--- config.mk ---
export PLATFORM = sky130hd
export DESIGN_NAME = task_mem_bank_ctrl
export DESIGN_NICKNAME = d
export VERILOG_FILES = /design/src/rtl/task_mem_bank_ctrl.sv
export SDC_FILE = /design/constraint.sdc
export NUM_CORES = 1
export LEC_CHECK = 0
export CORE_MARGIN = 5
export CORE_UTILIZATION = 55
export DETAILED_ROUTE_END_ITERATION = 12
export GPL_TIMING_DRIVEN = 0
export HOLD_SLACK_MARGIN = 0.15
export PLACE_DENSITY_LB_ADDON = 0.25
export SYNTH_ARGS = -nofsm -noshare
export SYNTH_HDL_FRONTEND = slang
export SYNTH_SLANG_ARGS = --single-unit
--- constraint.sdc ---
create_clock -name clk -period 11.04 [get_ports clk]
set_input_delay 1.656 -clock clk [delete_from_list [all_inputs] [get_ports clk]]
set_output_delay 1.656 -clock clk [all_outputs]
set_load 0.01 [all_outputs]
--- src/rtl/task_mem_bank_ctrl.sv ---
// ============================================================================
// Module      : task_mem_bank_ctrl
// Description : Double-buffered task memory; host fills one bank while the
//               scheduler reads the other, banks swap on scheduler release.
// Revision    : 1.0 - initial release
// ============================================================================
`default_nettype none

module task_mem_bank_ctrl #(
    parameter int TM_WIDTH = 32,
    parameter int TM_DEPTH = 16,
    parameter int ADDR_W   = 4
) (
    input  logic                clk,
    input  logic                reset,
    input  logic                wr_valid,
    output logic                wr_ready,
    input  logic [TM_WIDTH-1:0] wr_data,
    input  logic                wr_last,
    input  logic [ADDR_W-1:0]   rd_ptr,
    output logic [TM_WIDTH-1:0] rd_data,
    input  logic                rd_done,
    output logic                bank_valid,
    output logic [ADDR_W:0]     rd_len,
    output logic                active_bank,
    output logic                fill_bank,
    output logic                err_trunc
);

    localparam logic [0:0] W_FILL   = 1'b0;
    localparam logic [0:0] W_STALL  = 1'b1;
    localparam logic [0:0] R_EMPTY  = 1'b0;
    localparam logic [0:0] R_ACTIVE = 1'b1;

    logic [TM_WIDTH-1:0] r_mem [2][TM_DEPTH];
    logic [1:0]          r_full;
    logic [ADDR_W:0]     r_len [2];
    logic [ADDR_W-1:0]   r_wptr;
    logic                r_fill_bank;
    logic                r_active_bank;
    logic                r_err_trunc;
    logic [0:0]          r_rd_state;

    logic [0:0]          w_wr_state;
    logic                w_accept;
    logic                w_wrap;
    logic                w_close;
    logic                w_other;
    logic                w_handover;
    logic [ADDR_W:0]     w_act_len;

    // The writer stalls exactly while the bank it would fill still holds a program.
    assign w_wr_state = r_full[r_fill_bank] ? W_STALL : W_FILL;
    assign wr_ready   = (w_wr_state == W_FILL);
    assign w_accept   = wr_valid & wr_ready;
    assign w_wrap     = (r_wptr == ADDR_W'(TM_DEPTH - 1));
    assign w_close    = w_accept & (wr_last | w_wrap);
    assign w_other    = ~r_active_bank;
    assign w_handover = r_full[w_other] | (w_close & (r_fill_bank == w_other));

    always_ff @(posedge clk) begin
        if (!reset) begin
            r_full        <= '0;
            r_len[0]      <= '0;
            r_len[1]      <= '0;
            r_wptr        <= '0;
            r_fill_bank   <= 1'b0;
            r_active_bank <= 1'b0;
            r_err_trunc   <= 1'b0;
            r_rd_state    <= R_EMPTY;
        end else begin
            if (w_accept) begin
                if (w_close) begin
                    r_full[r_fill_bank] <= 1'b1;
                    r_len[r_fill_bank]  <= {1'b0, r_wptr} + (ADDR_W + 1)'(1);
                    r_wptr              <= '0;
                    r_fill_bank         <= ~r_fill_bank;
                    if (w_wrap && !wr_last) begin
                        r_err_trunc <= 1'b1;
                    end
                end else begin
                    r_wptr <= r_wptr + ADDR_W'(1);
                end
            end
            case (r_rd_state)
                R_EMPTY: begin
                    if (r_full[r_active_bank]) begin
                        r_rd_state <= R_ACTIVE;
                    end
                end
                default: begin
                    // Release frees a bank the writer never closes into this cycle.
                    if (rd_done) begin
                        r_full[r_active_bank] <= 1'b0;
                        r_active_bank         <= ~r_active_bank;
                        r_rd_state            <= w_handover ? R_ACTIVE : R_EMPTY;
                    end
                end
            endcase
        end
    end

    always_ff @(posedge clk) begin
        if (reset && w_accept) begin
            r_mem[r_fill_bank][r_wptr] <= wr_data;
        end
    end

    assign bank_valid  = (r_rd_state == R_ACTIVE);
    assign w_act_len   = r_len[r_active_bank];
    assign rd_len      = bank_valid ? w_act_len : '0;
    assign rd_data     = (bank_valid && ({1'b0, rd_ptr} < w_act_len))
                         ? r_mem[r_active_bank][rd_ptr] : '0;
    assign active_bank = r_active_bank;
    assign fill_bank   = r_fill_bank;
    assign err_trunc   = r_err_trunc;

endmodule

`default_nettype wire

After elaboration in Yosys (flattened, before gate mapping)
Memories as Yosys holds them, arrays and structs flattened. A register that Yosys moved wholly into a read port is not among the register bits. Index checks and enable logic that the tools add are counted. Widths: inputs -> output; s select.

Register bits: 10. Word-level logic and storage cells: 87. Output and inout bits: 42. Memories kept: 2. Memory bits (writable): 1034.

Memory list: r_mem (words 2, width 512, read ports 1, clocked after memory_dff 1, wr ports 1, line 35) `logic [TM_WIDTH-1:0] r_mem [2][TM_DEPTH];`; r_len (words 2, width 5, read ports 1, clocked after memory_dff 1, wr ports 2, line 37) `logic [ADDR_W:0] r_len [2];`.

Equality and inequality tests: 2. $add $sub $neg: 2. Mux-type cells: 42. Bitwise logic cells: 13. Reduce and logical (&&, ||, !) cells: 11. Order comparisons: 9.

Operators by type and width (number): $mux 512 (1); $bmux 32 s4 (1); $demux 32 s4 (1); $mux 32 (4); $mux 1 (25); $ge 5x5->1 const B (2); $mux 2 (5); $mux 5 (2); $not 4->5 (2); $logic_and 1x1->1 (6); $lt 1x2->1 const B (3); $add 4x1->5 const B (1); $lt 4x5->1 (1); $lt 5x1->1 const B (1); $reduce_or 5->1 (1); $add 4x1->4 const B (1); $eq 4x4->1 const B (1); $mux 4 (1); $reduce_and 2->1 (2); $and 1x1->1 (3); $not 1->1 (3); $reduce_and 3->1 (1); $and 2x2->2 (1); $demux 1 s1 (2); other kinds (6) (8).

Depth between registers and ports, before layout
Word-level depth: 12. Mapped depth: 10.

Worst setup path after synthesis
OpenSTA, ideal clock, no wires.

Path kind: input to register. Start: input port reset. End: memory r_mem[0][0] (netlist name) (enable). Path buffers: 2. Arrival time: 4.444 ns. Slack: 6.135 ns. Stages: 4. Path through: clkbuf_1 > nand3_1 > buf_2 > nor3_1.

Cells in the longest elaborated chain, start to end: 3.

Ends and longest elaborated chain: start: declaration (line 15) `input logic reset,`; $logic_and 1x1->1 (line 104) `if (reset && w_accept) begin`; $mux 1 (line 104); $mux 512 (not written as such) (line 105) `r_mem[r_fill_bank][r_wptr] <= wr_data;`; end: declaration (line 35).

Every way passes these cells.

==> flow_metrics.tcl <==
set metrics [dict create \
    run_status "completed" \
    cts-hold-fix-buffers 0 \
    io_pins 83 \
    cap_viol_max_count 0 \
    post_route_cells_drive_above_1_share_pct 24.8 \
    clockRootBuffer "clkbuf_16" \
    ys_seq_elements 1045 \
    max_fo_critical_path 10 \
    post_synth_num_cell_types 39 \
    cts.clk_slew.worst_paths_ps 60 \
    maximum_buffer_depth_of_the_clock_tree 3 \
    detailed_placement_hpwl_um 61500 \
    wl_per_cell_um 30.9 \
    final.period_utilization_pct 64.0 \
    grtUsageTotal_pct 24.1 \
    detail_route.first_pass.iterations 5 \
    post_cts.repair.setup_buffers 0 \
    tritoncts "done" \
    yosys-top-cells-area "edfxtp_1 (78%), mux4_2 (14%), a22oi_1 (2.4%), a22o_1 (0.70%), nand2_1 (0.69%)" \
    fmax_ghz 0.142 \
    initial_core_utilization_pct 55.6 \
    post_cts_resize_count 0 \
    row_count 98 \
    synth.avg_cell_area_um2 22.6 \
    rsz_0062_raised_after_global_routing "false" \
    post-place-cells 2837 \
    post_synth_instance_area_mm2 0.0398 \
    clkLatencyLatePin_ps 660 \
    antenna_violations_before_repair 0 \
    setup.worst_path.class "reg2out" \
    setup.worst_path.end_class "output pin" \
    cts-buffers-inserted 100 \
    timing.critical_path.from_type "flip-flop" \
    yosys.area.top_type "edfxtp_1" \
    filler_cell_count 4557 \
    vias_in_the_first_global_route 20036 \
    fin_skew_ps 21.1 \
    die_area_mm2 0.0779 \
    maxSlewHeadroom_pct 4.63 \
    critical_path_arrival_ps 5410 \
    placeableCoreArea_mm2 0.0716 \
    htree_levels 3 \
    required_ps 9380 \
    grt_max_degree 33 \
    area_delta_synth_final_pct 15.4 \
    hold_viol_final 0 \
    synth_largest_type_area_fraction_pct 77.9 \
    synth_cells 1765 \
    routabilityCongestion 0.803 \
    route.detailed.vias_per_inst 6.41 \
    ir_worst_vdd_mv 0.118 \
    worstHoldPathType "reg2reg" \
    floorplan.die.height_um 279 \
    antenna_cells_inserted 0 \
    place_ws_ps 4090 \
    total_gr_overflow 0 \
    floorplan.die.width_um 279 \
    clock_sink_count 1045 \
    yosys_warnings 0 \
    antenna_left 0 \
    grt_pass1_wl_um 137000 \
    finalMaxSlewViolations 0 \
    dr_total_vias 19385 \
    post-route-min-period_ps 7070 \
    synth-seq-area-share_pct 78.5 \
    wl_um 93400 \
    io_buffers 80 \
    power_leakage_uw 0.0142 \
    final.setup.worst_slack_ps 3970 \
    final.setup.tns_ps 0 \
    power.density_cell_area_mw_per_mm2 176 \
    finalNetCount 2037 \
    worst_pin_slew_ps 1420 \
    synth_fp_nets 1813 \
    drt_iter0_drc 2605 \
    remaining_drc_errors 0 \
    report.final.setup_viol 0 \
    layout.cells.non_filler 3025 \
]
flip-flops by register name, summed over array words and instances, names as in the netlist, named ones only:
register and cells:
active_bank 1, bank_valid 1, err_trunc 1, fill_bank 1
r_full 2, r_len 10, r_mem 1024, r_wptr 4
placed cells by master, fill, tap and decap left out, types with 8 or more instances in the layout:
cell	instances
buf_1	19
buf_12	21
clkbuf_1	66
nor2_4	27
clkdlybuf4s50_1	80
nand2_1	73
clkbuf_16	102
clkinv_1	23
a22oi_1	128
clkinv_2	25
dfxtp_1	11
a22o_1	32
buf_6	29
inv_1	8
edfxtp_1	1034
mux4_2	256
nor2_1	13
buf_2	19
nand3_1	13
worst max-delay path, stage by stage, from the launching register on:
cell and delay [ps]:
dfxtp_1 370, buf_6 190, buf_6 240, buf_2 450, mux2i_1 350, ha_1 300
a21oi_1 120, o21ai_0 140, a211oi_1 1180, buf_2 480, a22o_1 280, clkdlybuf4s50_1 630
cells in the mapped netlist:
| cell type | instances |
|---|---|
| a211o_1 | 1 |
| a211oi_1 | 1 |
| a211oi_2 | 1 |
| a21boi_0 | 4 |
| a21oi_1 | 2 |
| a22o_1 | 32 |
| a22oi_1 | 128 |
| a31o_2 | 1 |
| a31oi_1 | 3 |
| and2_1 | 5 |
| and3_1 | 1 |
| buf_1 | 19 |
| buf_2 | 19 |
| buf_4 | 5 |
| buf_6 | 14 |
| clkbuf_1 | 43 |
| dfxtp_1 | 11 |
| edfxtp_1 | 1034 |
| ha_1 | 7 |
| inv_1 | 8 |
| mux2_2 | 1 |
| mux2i_1 | 7 |
| mux4_2 | 256 |
| nand2_1 | 73 |
| nand2b_1 | 1 |
| nand3_1 | 13 |
| nand3b_1 | 1 |
| nand4_1 | 2 |
| nor2_1 | 41 |
| nor2b_1 | 7 |
| nor3_1 | 8 |
| o211a_1 | 1 |
| o21ai_0 | 5 |
| o22ai_1 | 1 |
| o2bb2ai_1 | 1 |
| o31ai_1 | 1 |
| or3_1 | 4 |
| xnor2_1 | 2 |
| xor2_1 | 1 |
path summary, 6_finish.rpt:
| kind | to | start | slack (ps) | depth (start not counted) |
|---|---|---|---|---|
| max reg2reg | r_mem[0][51]$_DFFE_PP_ | fill_bank$_SDFFE_PN0P_ | 7170 | 8 |
| min reg2reg | err_trunc$_SDFFE_PN0P_ | err_trunc$_SDFFE_PN0P_ | 470 | 2 |
| min | err_trunc$_SDFFE_PN0P_ | err_trunc$_SDFFE_PN0P_ | 470 | 2 |
| max | rd_data[16] | flip-flop | 3970 | 11 |
cells by family after synthesis:
logic type	count (synthesis)	share of synthesized area, %
compound gates	182	3.50
xor+xnor	3	0.0660
fa+ha+maj	7	0.220
flops	1045	78.5
buf+inv	108	1.39
simple gates	156	1.67
mux	264	14.7
stage by stage:
stage          hold WS, ps  utilization, %  total power (uW)  area, um2
2_1_floorplan          482               -              4690      39800
3_3_place_gp           441            58.4              4860      41800
3_5_place_dp           450            59.8              4890      42800
4_1_cts                471            64.2              8140      46000
5_1_grt                505            64.2              8350      46000
6_report               474            64.2              8100      46000
metal layers:
metal / GRT usage (%) / up-vias / share of wire, %
met5: 0 / - / 0
met4: 6.36 / 0 / 2.3
met3: 4.95 / 134 / 8.4
met2: 41.0 / 906 / 52
met1: 32.6 / 10356 / 38
li1: - / 7989 / -
cell type report:
| cell class | instances | area [um2] | share of cell area [%] |
|---|---|---|---|
| timing repair buffer | 122 | 1560 | 3.38 |
| clock inverter | 63 | 517 | 1.12 |
| sequential | 1045 | 31300 | 68.0 |
| inverter | 8 | 30.0 | 0.0653 |
| clock buffer | 125 | 2640 | 5.74 |
| tap | 950 | 1190 | 2.59 |
| multi-input combinational | 612 | 8250 | 17.9 |
| buffer | 100 | 523 | 1.14 |
power by group:
group	switching, uW	internal, uW
clock network	1430	1860
logic	256	163
registers	5.20	4380
total	1690	6410
No activity file was read; power rests on OpenSTA's default activity.
